--- config.mk ---
export PLATFORM = sky130hd
export DESIGN_NAME = ccsds_turbo_dec_depunct
export DESIGN_NICKNAME = d
export VERILOG_FILES = /design/src/rtl/ccsds_turbo_dec_depunct.sv
export SDC_FILE = /design/constraint.sdc
export NUM_CORES = 1
export LEC_CHECK = 0
export CORE_UTILIZATION = 50
export CTS_BUF_LIST = sky130_fd_sc_hd__clkbuf_8
export DETAILED_ROUTE_END_ITERATION = 16
export PLACE_DENSITY = 0.73
export SLEW_MARGIN = 15
export SYNTH_ARGS = -nofsm -noshare
export SYNTH_HDL_FRONTEND = slang
export SYNTH_SLANG_ARGS = --single-unit
--- constraint.sdc ---
create_clock -name iclk -period 9.5 [get_ports iclk]
set_input_delay 1.9 -clock iclk [delete_from_list [all_inputs] [get_ports iclk]]
set_output_delay 1.9 -clock iclk [all_outputs]
set_load 0.01 [all_outputs]
--- src/rtl/ccsds_turbo_dec_depunct.sv ---
// Depuncturer: rebuilds one soft word per trellis step from the serial LLR stream; erasures are 0.
// Latency 1 cycle from the last sample of a step; no backpressure, iclkena freezes all state.
module ccsds_turbo_dec_depunct #(
  parameter int pLLR_W = 5
) (
  input  logic                           iclk,
  input  logic                           ireset,
  input  logic                           iclkena,
  input  logic [1:0]                     icode,
  input  logic                           isop,
  input  logic                           ival,
  input  logic                           ieop,
  input  logic [pLLR_W-1:0]              idat,
  output logic                           osop,
  output logic                           oval,
  output logic                           oeop,
  output logic [1:0][3:0][pLLR_W-1:0]    odat,
  output logic                           oerr
);

  typedef logic [1:0][3:0][pLLR_W-1:0] word_t;

  logic [1:0] code;
  logic [2:0] p;
  logic       tog;
  word_t      acc;
  logic       acc_sop;

  logic [1:0] code_eff;
  logic [2:0] p_eff;
  logic       tog_eff;
  logic [2:0] last_p;
  logic       fc;
  logic [1:0] fk;
  word_t      acc_nxt;
  logic       sop_nxt;
  logic       wrap;

  // isop restarts the step in the same cycle it arrives, discarding any partial word
  always_comb begin
    code_eff = isop ? icode : code;
    p_eff    = isop ? 3'd0 : p;
    tog_eff  = isop ? 1'b0 : tog;
    last_p   = 3'd1;
    fc       = 1'b0;
    fk       = 2'd0;
    case (code_eff)
      2'd0: begin
        last_p = 3'd1;
        if (p_eff == 3'd1) begin fc = tog_eff; fk = 2'd1; end
      end
      2'd1: begin
        last_p = 3'd2;
        case (p_eff)
          3'd1:    begin fc = 1'b0; fk = 2'd1; end
          3'd2:    begin fc = 1'b1; fk = 2'd1; end
          default: begin fc = 1'b0; fk = 2'd0; end
        endcase
      end
      2'd2: begin
        last_p = 3'd3;
        case (p_eff)
          3'd1:    begin fc = 1'b0; fk = 2'd2; end
          3'd2:    begin fc = 1'b0; fk = 2'd3; end
          3'd3:    begin fc = 1'b1; fk = 2'd1; end
          default: begin fc = 1'b0; fk = 2'd0; end
        endcase
      end
      default: begin
        last_p = 3'd5;
        case (p_eff)
          3'd1:    begin fc = 1'b0; fk = 2'd1; end
          3'd2:    begin fc = 1'b0; fk = 2'd2; end
          3'd3:    begin fc = 1'b0; fk = 2'd3; end
          3'd4:    begin fc = 1'b1; fk = 2'd1; end
          3'd5:    begin fc = 1'b1; fk = 2'd3; end
          default: begin fc = 1'b0; fk = 2'd0; end
        endcase
      end
    endcase
    acc_nxt         = (p_eff == 3'd0) ? '0 : acc;
    acc_nxt[fc][fk] = idat;
    sop_nxt         = (p_eff == 3'd0) ? isop : acc_sop;
    wrap            = (p_eff == last_p) || ieop;
  end

  always_ff @(posedge iclk) begin
    if (ireset) begin
      osop    <= 1'b0;
      oval    <= 1'b0;
      oeop    <= 1'b0;
      oerr    <= 1'b0;
      odat    <= '0;
      code    <= 2'd0;
      p       <= 3'd0;
      tog     <= 1'b0;
      acc     <= '0;
      acc_sop <= 1'b0;
    end else if (iclkena) begin
      oval <= 1'b0;
      osop <= 1'b0;
      oeop <= 1'b0;
      oerr <= 1'b0;
      if (ival) begin
        if (isop) code <= icode;
        acc     <= acc_nxt;
        acc_sop <= sop_nxt;
        if (wrap) begin
          oval <= 1'b1;
          odat <= acc_nxt;
          osop <= sop_nxt;
          oeop <= ieop;
          oerr <= ieop && (p_eff != last_p);
          p    <= 3'd0;
          // only a completed rate-1/2 step alternates the parity source
          tog  <= (code_eff == 2'd0 && !ieop) ? ~tog_eff : 1'b0;
        end else begin
          p   <= 3'(p_eff + 3'd1);
          tog <= tog_eff;
        end
      end
    end
  end

endmodule

==> results of run 1 <==
==> worst min-delay path by stage <==
stage                        start       end  slack (ns)  depth (start not counted)
after floorplan            acc[20]   acc[20]        0.43                          1
after global placement    odat[22]  odat[22]        0.44                          2
after detailed placement   acc[34]   acc[34]        0.44                          1
after CTS                 odat[33]  odat[33]        0.46                          2
after global routing      odat[20]  odat[20]        0.48                          2
final                     odat[21]  odat[21]        0.46                          2
==> final cells by class <==
type,instances,area [um^2],share of cell area
Clock buffer,11,151,0.0311
Clock inverter,5,60.1,0.0123
Inverter,26,97.6,0.0201
Multi-Input combinational cell,317,2020,0.416
Sequential cell,91,1820,0.374
Tap cell,102,128,0.0262
Timing Repair Buffer,60,586,0.120
==> state kept, by name, summed over array words and instances (netlist names) <==
signal   count
osop         1
code         2
oval         1
tog          1
p            3
acc         40
odat        40
oeop         1
oerr         1
acc_sop      1
==> power by group <==
part	total (mW)	leakage [nW]	internal [mW]	switching (mW)
logic	0.0964	0.768	0.0380	0.0584
registers	0.398	0.737	0.392	0.00600
clock network	0.275	0.106	0.137	0.138
total	0.769	1.61	0.567	0.202
==> metal layers <==
metal,GRT usage,vias to the layer above,part of all wire
met5,0,-,0
met4,0.0885,0,0.011
met3,0.0394,10,0.045
met2,0.383,90,0.46
met1,0.333,1735,0.48
li1,-,1772,-
==> cells by family (layout without fill, tap and decap cells) <==
group / Yosys count / after routing / synth area share
fa+ha+maj: 5 / 5 / 0.0153
xor+xnor: 2 / 2 / 0.00427
simple gates: 187 / 187 / 0.242
mux: 2 / 2 / 0.00488
buf+inv: 65 / 102 / 0.0684
compound gates: 121 / 121 / 0.221
flops: 91 / 91 / 0.444
==> synthesized netlist by cell type, drive strengths merged <==
cell,n
nor3b,1
mux2i,2
o21a,2
inv,26
nand2b,7
a2bb2oi,7
nor3,12
o21bai,1
nand4bb,1
o31a,2
buf,18
or3b,1
a31oi,7
nand3b,21
o21ai,7
o22a,2
ha,5
xnor2,1
xor2,1
a211oi,8
a311oi,20
o221ai,1
nor4,4
o32ai,20
o211ai,1
and3,10
a21oi,40
o211a,1
and2,12
nand4,2
a221oi,1
dfxtp,91
nand3,30
o22ai,1
nor2,37
nor2b,4
and2b,1
or4,1
nand2,43
clkbuf,21
==> stage by stage <==
step | instances | setup slack (ns) | cell area, um^2 | utilization | hold WS (ns)
finish | 612 | 3.97 | 4870 | 0.620 | 0.457
global route | 612 | 3.71 | 4870 | 0.620 | 0.480
global placement | 596 | 3.81 | 4650 | 0.593 | 0.442
detailed placement | 596 | 3.63 | 4650 | 0.593 | 0.443
floorplan | 473 | 4.89 | 4100 | - | 0.429
CTS | 612 | 3.98 | 4870 | 0.620 | 0.457
==> worst max-delay path, delay by kind of cell <==
| kind | cells | cell delay, ns |
|---|---|---|
| xor gates and xnor gates | 1 | 0.19 |
| muxes | 1 | 0.43 |
| buffers and inverters | 3 | 1.48 |
| AOI/OAI and AO/OA | 4 | 1.29 |
| and+or+nand+nor | 1 | 0.13 |
| adders and majority gates | 1 | 0.35 |
==> out/qor.txt, run 1 <==
Layout fillers = 678
Pleak = 1.61 nW
Avg Synthesized Cell Area = 8.67 um^2
Post-CTS Resized = 0
clock-pin slew of the registers on the worst-case setup and hold paths = 0.09 ns
largest net degree at the start of global routing = 88
commonest non-fill, non-tap cell in the layout = dfxtp_1
Req. time, crit path = 9.77 ns
GPL Wtd Cong = 0.836
post-synth cell types = 49
Max VDD drop = 0.0850 mV
Synth top area share = 0.444
1st-iter DRT viols = 294
FF-to-FF setup slack = 6.24 ns
CP max stage delay = 0.88 ns
Core Region = 7850 um^2
final wirelength = 9940 um
slowest CP cell = clkdlybuf4s50_1
via count = 3607
worst r2r path cells = 10
Setup TNS = 0 ns
all-layer global routing usage = 0.243
first-pass GRT wire length = 16400 um
Tcrit/Tclk final = 0.582
CTS Hold Buffers Added = 0
Worst slew margin = 0.379
n_diodes = 0
Starting Density = 0.522
TritonCTS buffer count = 9
startpoint types = input port
clk_lat worst skew = 0.35 ns
Slew @ Worst Pin = 0.931 ns
io pins = 57
synth top area cells = dfxtp_1 44%, a21oi_1 4.9%, a311oi_1 4.3%, o32ai_1 4.3%, nand2_1 3.9%
maxcap violations = 0
Final Hold Viols = 0
register area share after synthesis = 0.444
Final min period = 5.53 ns
layout cells sized above 1 = 0.0706
Synth Instances = 473
Crit. End Element = flip-flop
Yosys top cell by area = dfxtp_1
Die Ht = 92.6 um
Tot Pwr = 769 uW
commonest cells after routing, fill and taps aside = 91 x dfxtp_1, 55 x clkdlybuf4s50_1, 43 x nand2_1
die area = 8570 um^2
Final nets = 523
fin. max-slew vios = 0
Final Setup Violations = 0
initial antenna violation count = 0
number of synthesized register bits = 91
Die W = 92.6 um
critical path peak fanout = 37
postcts setup bufs = 0
Yosys warning count = 0
Mapped Area = 4100 um^2
worst hold path class = flip-flop to flip-flop
Max Fclk = 0.181 GHz
post-route ant nets = 0
RSZ-0062 raised after global routing = no
critical path data arrival time = 5.80 ns
outcome = finished clean
power density cells = 158 nW/um^2
CTS root buffer = clkbuf_8
clk_skew = 0.00804 ns
Reg-to-Reg End = odat[8]
Worst setup startpoint = isop
CTS Sinks = 91
RR Startpoint = code[0]
clk buf depth = 2
H-tree depth = 3
Area Overhead vs Synth = 18.7%
DR WL/cell = 16.2 um
vias in the first global route = 3366
Crit Path Category = input port to flip-flop
crit path to = odat[8]
I/O Buffers = 56
CP cell instances = clkdlybuf4s50_1 -> mux2i_1 -> inv_1 -> ha_1 -> xor2_1 -> o22a_1 -> a221oi_4 -> buf_4 -> nand3_1 -> a2bb2oi_1 -> a21oi_1
DRC Markers = 0
Via density = 5.89
HPWL after DPL = 6540 um
gr ovfl total = 0
First-pass DRT Iterations = 5
Rows = 32
Post-Syn Nets = 491
CTS tree = built
No activity file was read; power rests on OpenSTA's default activity.
==> inputs of run 2 (changes only) <==
==> constraint.sdc (replaced) <==
create_clock -name iclk -period 5.7 [get_ports iclk]
set_input_delay 1.14 -clock iclk [delete_from_list [all_inputs] [get_ports iclk]]
set_output_delay 1.14 -clock iclk [all_outputs]
set_load 0.01 [all_outputs]
==> run 2 against run 1 <==
  * Setup slack worse by 2.8 ns
  * Cell count is 0.33% higher
  * Clock skew shrank 0.0013 ns
  * Combinational power increased by 69%
  * Non-clock buffer count rose by 2
  * Critical path type unchanged
==> out/qor.txt, run 2 (synthesis results as in run 1) <==
global routing usage on met2 = 0.393 (was 0.383)
commonest cells after routing, fill and taps aside = 91 x dfxtp_1, 55 x clkdlybuf4s50_1, 43 x nand2_1 (unchanged)
Max VDD drop = 0.183 mV (was 0.0850 mV)
FF-to-FF setup slack = 2.73 ns (was 6.24 ns)
commonest non-fill, non-tap cell in the layout = dfxtp_1 (unchanged)
Crit. End Element = flip-flop (unchanged)
worst hold path class = flip-flop to flip-flop (unchanged)
clock-pin slew of the registers on the worst-case setup and hold paths = 0.09 ns (about the same)
gr ovfl total = 0 (unchanged)
Final Hold Viols = 0 (unchanged)
1st-iter DRT viols = 248 (was 294)
power density cells = 269 nW/um^2 (was 158 nW/um^2)
fin. max-slew vios = 0 (unchanged)
Starting Density = 0.522 (unchanged)
HPWL after DPL = 6450 um (was 6540 um)
Final Util = 0.624 (was 0.620)
power share of the clock group = 0.373 (was 0.357)
final wirelength = 10400 um (was 9940 um)
worst r2r path cells = 9 (was 10)
io pins = 57 (unchanged)
Setup TNS = 0 ns (unchanged)
Reg-to-Reg End = acc[2] (was odat[8])
placed insts = 598 (was 596)
CTS tree = built (unchanged)
Tcrit/Tclk final = 0.790
Tot Pwr = 1.32 mW (was 769 uW)
GPL Wtd Cong = 0.794 (was 0.836)
clk_skew = 0.00674 ns (was 0.00804 ns)
outcome = finished clean (unchanged)
clk buf depth = 2 (unchanged)
Combinational Power Share = 0.124 (was 0.125)
Die W = 92.6 um (unchanged)
via count = 3675 (was 3607)
crit path to = acc[2] (was odat[8])
I/O Buffers = 56 (unchanged)
M3 GR Usage = 0.0640 (was 0.0394)
critical path peak fanout = 19 (was 37)
Post-CTS Resized = 0 (unchanged)
Crit Path Category = input port to flip-flop (unchanged)
Max Fclk = 0.222 GHz
Seq pwr share = 0.503 (was 0.517)
Worst slew margin = 0.366 (was 0.379)
initial antenna violation count = 0 (unchanged)
layout cells sized above 1 = 0.0742 (was 0.0706)
placed inst area = 4670 um^2 (was 4650 um^2)
Finished Layout Cells = 614 (was 612)
postcts setup bufs = 0 (unchanged)
first-pass GRT wire length = 16900 um (was 16400 um)
CTS root buffer = clkbuf_8 (unchanged)
clk_lat worst skew = 0.37 ns (was 0.35 ns)
Worst setup startpoint = isop (unchanged)
Rows = 32 (unchanged)
GR Util met1 = 0.344 (was 0.333)
Req. time, crit path = 5.97 ns (was 9.77 ns)
CTS Sinks = 91 (unchanged)
Final min period = 4.50 ns
vias in the first global route = 3382 (was 3366)
Final nets = 525 (was 523)
Final Setup Violations = 0 (unchanged)
RSZ-0062 raised after global routing = no (unchanged)
H-tree depth = 3 (unchanged)
Slew @ Worst Pin = 0.951 ns (was 0.931 ns)
critical path data arrival time = 4.77 ns (was 5.80 ns)
Layout fillers = 673 (was 678)
Design Area, Final = 4890 um^2 (was 4870 um^2)
sw frac = 0.266 (was 0.263)
RR Startpoint = code[0] (unchanged)
CTS Hold Buffers Added = 0 (unchanged)
DRC Markers = 0 (unchanged)
First-pass DRT Iterations = 4 (was 5)
Area Overhead vs Synth = 19.4% (was 18.7%)
TritonCTS buffer count = 9 (unchanged)
all-layer global routing usage = 0.252 (was 0.243)
Core Region = 7850 um^2 (unchanged)
maxcap violations = 0 (unchanged)
Psw = 351 uW (was 202 uW)
WHS Path Cells = 2 (unchanged)
post-route ant nets = 0 (unchanged)
Pleak = 1.62 nW (was 1.61 nW)
Via density = 5.99 (was 5.89)
die area = 8570 um^2 (unchanged)
n_diodes = 0 (unchanged)
largest net degree at the start of global routing = 47 (was 88)
Int Power = 966 uW (was 567 uW)
DR WL/cell = 16.9 um (was 16.2 um)
grt peak-use layer = met2 (unchanged)
startpoint types = input port (unchanged)
largest registers = acc (40), odat (40), p (3) (unchanged)
Die Ht = 92.6 um (unchanged)
==> run 2: changes by cell type in the layout (fill, tap and decap cells not counted), sizes merged <==
cell | previous run | this run
clkbuf | 11 | 9
buf | 5 | 7
clkinvlp | 1 | 2
bufinv | 1 | 2
==> run 2: how the worst min path moves through the flow <==
stage                           to  slack [ns]  startpoint
after floorplan            acc[20]        0.43     acc[20]
after global placement    odat[23]        0.44    odat[23]
after detailed placement   acc[32]        0.44     acc[32]
after CTS                 odat[32]        0.46    odat[32]
after global routing      odat[32]        0.48    odat[32]
final                     odat[32]        0.46    odat[32]
==> run 2: layout make-up <==
cell class,instances,area [um^2],area share
multi-input cells,317,2020,0.413
clock buffers,9,124,0.0253
repair buffers,62,601,0.123
flip-flops and latches,91,1820,0.372
clock inverters,7,101,0.0207
well taps,102,128,0.0261
inverters,26,97.6,0.0199
==> run 2: power by group through the flow <==
stage | clock, mW | combinational, mW | sequential [mW]
after floorplan | 0 | 0.0957 | 0.682
after global placement | 0 | 0.157 | 0.677
after detailed placement | 0 | 0.161 | 0.677
after CTS | 0.497 | 0.162 | 0.663
after global routing | 0.530 | 0.176 | 0.665
final | 0.491 | 0.163 | 0.663
==> run 2: worst max-delay path, cell delays in order <==
cell and delay [ns]:
clkdlybuf4s50_1 0.94, mux2i_1 0.42, inv_1 0.12, ha_1 0.28
o21ai_0 0.22, a2bb2oi_1 0.28, o211ai_1 0.14, a21oi_1 0.70
nand2_1 0.32, o32ai_1 0.22
==> run 2: layer usage <==
metal / vias up / routed length [um]
met5: - / 0
met4: 0 / 137
met3: 13 / 682
met2: 103 / 4890
met1: 1781 / 4700
li1: 1778 / -
==> run 2: metrics by stage <==
step           hold slack [ns]  setup WS (ns)
2_1_floorplan            0.429           1.85
3_3_place_gp             0.441           1.08
3_5_place_dp             0.443          0.875
4_1_cts                  0.457           1.27
5_1_grt                  0.479          0.923
6_report                 0.455           1.20
